--- src/rtl/mc_main_fsm.sv ---
`default_nettype none
// ============================================================================
// Module   : mc_main_fsm
// Brief    : Moore control FSM for the multicycle datapath; optional
//            illegal_op pulse enabled by defining MC_ILLEGAL_OP_EN.
// Revision : 1.0
// ============================================================================
module mc_main_fsm #(
  parameter int STATE_W = 4
) (
  input  logic               clk,
  input  logic               reset,
  input  logic [5:0]         op,
  output logic               memtoreg,
  output logic               regdst,
  output logic               iord,
  output logic               alusrca,
  output logic [1:0]         alusrcb,
  output logic [1:0]         pcsrc,
  output logic [1:0]         aluop,
  output logic               irwrite,
  output logic               memwrite,
  output logic               pcwrite,
  output logic               branch,
  output logic               regwrite,
  output logic [STATE_W-1:0] state
`ifdef MC_ILLEGAL_OP_EN
  ,
  output logic               illegal_op
`endif
);

  localparam logic [5:0] OP_LW    = 6'b100011;
  localparam logic [5:0] OP_SW    = 6'b101011;
  localparam logic [5:0] OP_RTYPE = 6'b000000;
  localparam logic [5:0] OP_BEQ   = 6'b000100;
  localparam logic [5:0] OP_ADDI  = 6'b001000;
  localparam logic [5:0] OP_J     = 6'b000010;

  typedef enum logic [3:0] {
    FETCH   = 4'd0,
    DECODE  = 4'd1,
    MEMADR  = 4'd2,
    MEMRD   = 4'd3,
    MEMWB   = 4'd4,
    MEMWR   = 4'd5,
    RTYPEEX = 4'd6,
    RTYPEWB = 4'd7,
    BEQEX   = 4'd8,
    ADDIEX  = 4'd9,
    ADDIWB  = 4'd10,
    JEX     = 4'd11
  } state_t;

  state_t state_q, state_d;

  always_ff @(posedge clk) begin
    if (reset) state_q <= FETCH;
    else       state_q <= state_d;
  end

  always_comb begin
    state_d = FETCH;
    case (state_q)
      FETCH: state_d = DECODE;
      DECODE: begin
        case (op)
          OP_LW, OP_SW: state_d = MEMADR;
          OP_RTYPE:     state_d = RTYPEEX;
          OP_BEQ:       state_d = BEQEX;
          OP_ADDI:      state_d = ADDIEX;
          OP_J:         state_d = JEX;
          default:      state_d = FETCH;
        endcase
      end
      // op is still held by the instruction register, so re-decode is safe
      MEMADR: begin
        if (op == OP_LW)      state_d = MEMRD;
        else if (op == OP_SW) state_d = MEMWR;
        else                  state_d = FETCH;
      end
      MEMRD:   state_d = MEMWB;
      RTYPEEX: state_d = RTYPEWB;
      ADDIEX:  state_d = ADDIWB;
      default: state_d = FETCH;
    endcase
  end

  always_comb begin
    memtoreg = 1'b0;
    regdst   = 1'b0;
    iord     = 1'b0;
    alusrca  = 1'b0;
    alusrcb  = 2'b00;
    pcsrc    = 2'b00;
    aluop    = 2'b00;
    irwrite  = 1'b0;
    memwrite = 1'b0;
    pcwrite  = 1'b0;
    branch   = 1'b0;
    regwrite = 1'b0;
    case (state_q)
      FETCH: begin
        alusrcb = 2'b01;
        irwrite = 1'b1;
        pcwrite = 1'b1;
      end
      DECODE: alusrcb = 2'b11;
      MEMADR, ADDIEX: begin
        alusrca = 1'b1;
        alusrcb = 2'b10;
      end
      MEMRD: iord = 1'b1;
      MEMWB: begin
        memtoreg = 1'b1;
        regwrite = 1'b1;
      end
      MEMWR: begin
        iord     = 1'b1;
        memwrite = 1'b1;
      end
      RTYPEEX: begin
        alusrca = 1'b1;
        aluop   = 2'b10;
      end
      RTYPEWB: begin
        regdst   = 1'b1;
        regwrite = 1'b1;
      end
      BEQEX: begin
        alusrca = 1'b1;
        aluop   = 2'b01;
        pcsrc   = 2'b01;
        branch  = 1'b1;
      end
      ADDIWB: regwrite = 1'b1;
      JEX: begin
        pcsrc   = 2'b10;
        pcwrite = 1'b1;
      end
      default: ;
    endcase
  end

  assign state = STATE_W'(state_q);

`ifdef MC_ILLEGAL_OP_EN
  logic illegal_op_q, illegal_op_d;

  always_comb begin
    illegal_op_d = 1'b0;
    if (state_q == DECODE) begin
      illegal_op_d = !(op inside {OP_LW, OP_SW, OP_RTYPE, OP_BEQ, OP_ADDI, OP_J});
    end
  end

  always_ff @(posedge clk) begin
    if (reset) illegal_op_q <= 1'b0;
    else       illegal_op_q <= illegal_op_d;
  end

  assign illegal_op = illegal_op_q;
`endif

endmodule
`default_nettype wire
--- config.mk ---
export PLATFORM = sky130hd
export DESIGN_NAME = mc_main_fsm
export DESIGN_NICKNAME = d
export VERILOG_FILES = /design/src/rtl/mc_main_fsm.sv
export SDC_FILE = /design/constraint.sdc
export NUM_CORES = 1
export LEC_CHECK = 0
export BUFFER_PORTS_ARGS = -buffer_cell sky130_fd_sc_hd__buf_2
export CORE_AREA = 2 2 39 41
export CTS_BUF_LIST = sky130_fd_sc_hd__clkbuf_16
export DETAILED_ROUTE_END_ITERATION = 7
export DIE_AREA = 0 0 41 43
export GPL_ROUTABILITY_DRIVEN = 0
export GPL_TIMING_DRIVEN = 0
export PLACE_DENSITY = 0.67
export SLEW_MARGIN = 20
export SYNTH_ARGS = -nofsm -noshare
export SYNTH_HDL_FRONTEND = slang
export SYNTH_SLANG_ARGS = --single-unit
--- constraint.sdc ---
create_clock -name clk -period 1.35 [get_ports clk]
set_clock_uncertainty 0.15 [all_clocks]
set_input_delay 0.2025 -clock clk [delete_from_list [all_inputs] [get_ports clk]]
set_output_delay 0.2025 -clock clk [all_outputs]
set_load 0.01 [all_outputs]
# Word-level counts from Yosys, hierarchy flattened
# Cells that the tools add are included.
totals:
  reg_bits: 4
  in_bits: 8
  out_inout_bits: 19
  word_cells: 41
classes:
  n_mux: 16
  n_reduce_logical: 8
  n_eq_ne: 16
ops:
  columns: ["cell", "count"]
  rows:
  - ["$pmux 4 s6", 1]
  - ["$pmux 4 s5", 1]
  - ["$eq 4x3->1 const B", 4]
  - ["$eq 4x4->1 const B", 4]
  - ["$eq 6x6->1 const B", 2]
  - ["$mux 1", 9]
  - ["$eq 4x2->1 const B", 2]
  - ["$pmux 2 s2", 2]
  - ["$reduce_or 2->1", 4]
  - ["$eq 6x2->1 const B", 1]
  - ["$eq 6x3->1 const B", 1]
  - ["$eq 6x4->1 const B", 1]
  - ["$logic_not 6->1", 1]
  - ["$mux 3", 2]
  - ["$pmux 2 s3", 1]
  - ["$eq 4x1->1 const B", 1]
  - ["$logic_not 4->1", 1]
  - ["$reduce_or 4->1", 1]
  - ["$reduce_or 3->1", 1]

# Depth between registers and ports, before layout
depth:
  ltp_word: 4
  mapped_depth: 5
  mapped_depth_nobuf: 4

# Worst setup path after synthesis
# No wires, ideal clock.
synth_path:
  path_kind: "register -> output"
  from: "reg state_q[2] (netlist: state[2])"
  to: "out aluop[0]"
  stages_incl_launch_ff: 5
  setup_slack_ns: -0.272
  required_ns: 0.998
  arrival_time_ns: 1.270
  path_buffers: 2
  path_cell_list: "dfxtp_1 -> buf_4 -> nand2b_1 -> nor3_1 -> buf_4"
synth_between:
  elab_chain_cells: 2
  elab_cells_between_ends: 3
  classes_between: "eq/ne: 2; mux: 1"
synth_rtl:
  columns: ["element", "line_no", "rtl"]
  rows:
  - ["start, declared", "55", "state_t state_q, state_d;"]
  - ["start signal, assigned", "59", "else state_q <= state_d;"]
  - ["$eq 4x4->1 / $eq 4x3->1 (equally long branches)", "102", "case (state_q)"]
  - ["$pmux 2 s2 (*)", "102", null]
  - ["end, declared", "20", "output logic [1:0] aluop,"]
# Mark *: on every way between the ends. The rest lies on a longest branch, timed or not.

# Worst setup path in the final report
layout_path:
  from: "reg state_q[2] (netlist: state[2])"
  to: "out pcwrite"
layout_between:
  elab_chain_cells: 3
  elab_cells_between_ends: 4
  classes_between: "eq/ne: 1; mux: 1; reduce/logical: 2"
layout_rtl:
  columns: ["element", "line_no", "rtl"]
  rows:
  - ["$eq 4x4->1 / $logic_not 4->1 (equally long branches)", "102", null]
  - ["$reduce_or 2->1 (no source line) (*)", null, null]
  - ["$mux 1 (*)", "102", null]
  - ["end, declared", "23", "output logic pcwrite,"]
# Marked as above.

==> impl_metrics.csv <==
group,metric,value,unit
worst_setup_path,worstPathRequired,1.00,ns
yosys,syn_area,421.7,µm²
min_path,holdPathStages,3,
sta,whs,0.09364,ns
die,die_h,43,µm
routing,dr_total_vias,644,
layout,nFillCells,105,
layout,area_growth_syn_to_layout,128.8,%
sta,worstMarginPinSlew,0.2935,ns
pwr,power.density,743.5,nW/µm²
layout,mostFrequentLayoutCells,"buf_2 (22), buf_4 (17), buf_6 (8)",
die,rows,14,
die,fp.dieW,41,µm
grt,track_usage,18.15,%
grt,grt_start_max_net_pins,9,
sta,setup_violations,18,
yosys,yosys_register_bits,4,
yosys,yosys_warnings,0,
clock_tree,h-tree-depth,1,
yosys,avgSynthCellArea,6.801,µm²
layout,n_antenna_cell,0,
routing,wl_met2,839,µm
yosys,yosysTopAreaCellShare,18.99,%
sta,rsz0062_at_grt,"yes",
flow_run,drv_cap,0,
layout,fin_area,964.7,µm²
placed_design,placed_area,621.8,µm²
sta,fin_ws,-0.2172,ns
min_path,min_from,"reset",
placed_design,dp_cells,104,
worst_setup_path,path_common_cell,"buf_6",
grt,first_global_vias,574,
clock_tree,clk_pin_slew_worst_paths,0.03,ns
placed_design,hpwl,922.8,µm
layout,final_common_cell,"buf_2",
worst_setup_path,critical_path.endpoint_type,"primary output",
worst_setup_path,path_buf_inv,2,
grt,grt_overflow_total,0,
worst_setup_path,critPathMaxStageDelay,0.32,ns
yosys,synth_area_leader_cell,"dfxtp_1",
worst_setup_path,crit_slowest_cell,"dfxtp_2",
worst_setup_path,rr_endpoint,"state[2]",
sta,hold_viol_final,0,
die,top_level_ports,27,
clock_tree,worstSkewPairLatency,0.22,ns
layout,largest_reg_flops,4,
routing,met3_length,118,µm
grt,grt_pass1_wl,2.194,mm
routing,first_iter_violations,10,
sta,relSlewSlack,80.18,%
worst_setup_path,crit_chain,"buf_6, nand2b_4, nor2_4, or2_4, buf_6",
grt,antenna_found_initial,0,
sta,period_share,116.1,%
clock_tree,cts_hold_buf,0,
worst_setup_path,worst_setup_path_start_kind,"register",
run_status,status,"complete, but fails checks",
routing,drc,0,
clock_tree,clk_path_buf_depth,2,
worst_setup_path,crit_fanout,6,
routing,firstDrtPassIters,4,
worst_setup_path,r2r_slack,-0.10,ns
sta,tns,-2.196,ns
clock_tree,cts_made_buffers,3,
sta,fmax,638.1,MHz
routing,routed_wl,1.668,mm
routing,routed.top_layer,"met4",
yosys,yosysSeqAreaShare,18.99,%
pwr,leakage,0.4739,nW
worst_setup_path,crit_type,"reg2out",
routing,via_per_inst,5.194,
clock_tree,cts_tree,"done",
yosys,syn_inst,62,
sta,drv_slew,0,
yosys,synthDistinctLibCells,24,
routing,wire_per_inst,13.45,µm
yosys,netlist_top_cells_area,"dfxtp_1 (19%), buf_4 (8.9%), xor2_1 (8.3%), nand2b_1 (7.4%), nor2_1 (7.1%)",
layout,layout.cells.non_filler,124,
min_path,worstHoldEndpoint,"state[0]",
die,die-area,1763,µm²
min_path,hold_path_class,"in2reg",
clock_tree,cts_sinks,4,
sta,period_needed,1.567,ns
pwr,ir_drop,1.129,mV
routing,wl_met1,680,µm
run_status,violations,"setup timing",
clock_tree,root_buffer,"clkbuf_16",
worst_setup_path,critPathTopFamily,"simple AND/OR/NAND/NOR gates",
worst_setup_path,rr_worst_depth,6,
placed_design,portBuffers,26,
die,start_util,30.47,%
worst_setup_path,cp.arrival,1.21,ns
routing,ant_nets,0,
layout,layout.nets,118,
worst_setup_path,r2r_start,"state[0]",
yosys,synth_nets,70,
layout,drive_gt1_share,66.67,%
die,core_area,1384,µm²
[synth_stat cells]
master	n
and3_1	3
o21ai_1	1
xor2_1	4
and4b_1	1
nor3_1	5
and3_2	1
nor2_1	8
nand4_1	1
o22ai_1	1
o21ai_0	5
nor4_1	2
buf_4	5
dfxtp_1	4
inv_1	2
o211ai_1	1
nand2_1	2
or4_1	1
a21oi_1	5
nand2b_1	5
nand3_1	1
o311a_1	1
or2_2	1
a31oi_1	1
o41ai_1	1
[tightest hold or removal path, stage by stage]
cell	delay [ns]
buf_2	0.07
inv_1	0.04
o311a_1	0.10
[layer usage]
| metal | vias to the layer above | global-route usage (%) |
|---|---|---|
| li1 | 317 | - |
| met1 | 289 | 20.83 |
| met2 | 34 | 28.75 |
| met3 | 4 | 6.806 |
| met4 | 0 | 7.333 |
| met5 | - | 0 |
[metrics by stage]
| stage | worst slack [ns] | power [mW] | util [%] |
|---|---|---|---|
| after CTS | -0.2249 | 0.7094 | 62.66 |
| after global routing | -0.2648 | 0.7543 | 69.71 |
| after detailed placement | -0.04943 | 0.2356 | 44.94 |
| after global placement | -0.06045 | 0.2337 | 44.94 |
| final | -0.2172 | 0.7172 | 69.71 |
| after floorplan | -0.02748 | 0.1943 | - |
[report_power, final]
part / internal [mW] / switching, mW / leakage, nW
Clock: 0.378 / 0.0761 / 0.0370
Sequential: 0.119 / 0.0118 / 0.0352
Combinational: 0.0686 / 0.0636 / 0.402
Total: 0.566 / 0.151 / 0.474
[worst max-delay path by stage]
stage                     startpoint       end  slack (ns)  cells after the start
after floorplan             state[2]  aluop[0]       -0.03                      4
after global placement         op[5]  state[2]       -0.06                      5
after detailed placement    state[2]   pcwrite       -0.05                      5
after CTS                   state[2]   pcwrite       -0.22                      5
after global routing        state[2]   pcwrite       -0.26                      5
final                       state[2]   pcwrite       -0.22                      5
[cell families after synthesis]
| family | count (synthesis) | share of synthesized area [%] |
|---|---|---|
| buffers and inverters | 7 | 10.68 |
| DFF | 4 | 18.99 |
| AOI/OAI and AO/OA | 16 | 22.26 |
| and+or+nand+nor | 31 | 39.76 |
| xor gates and xnor gates | 4 | 8.308 |
[final cells by class]
class,count,area [µm²],area share [%]
inverter,2,7.507,0.7782
tap,16,20.02,2.075
timing repair buffer,44,301.5,31.26
sequential,4,92.59,9.598
multi-input combinational,51,426.7,44.23
buffer,4,41.29,4.280
clock buffer,3,75.07,7.782
[repair_timing]
action	in CTS	in global routing
pin swaps	7	5
setup buffers	11	7
setup endpoints to repair	16	17
gates resized for setup	23	9
(Power assumes the default switching activity.)
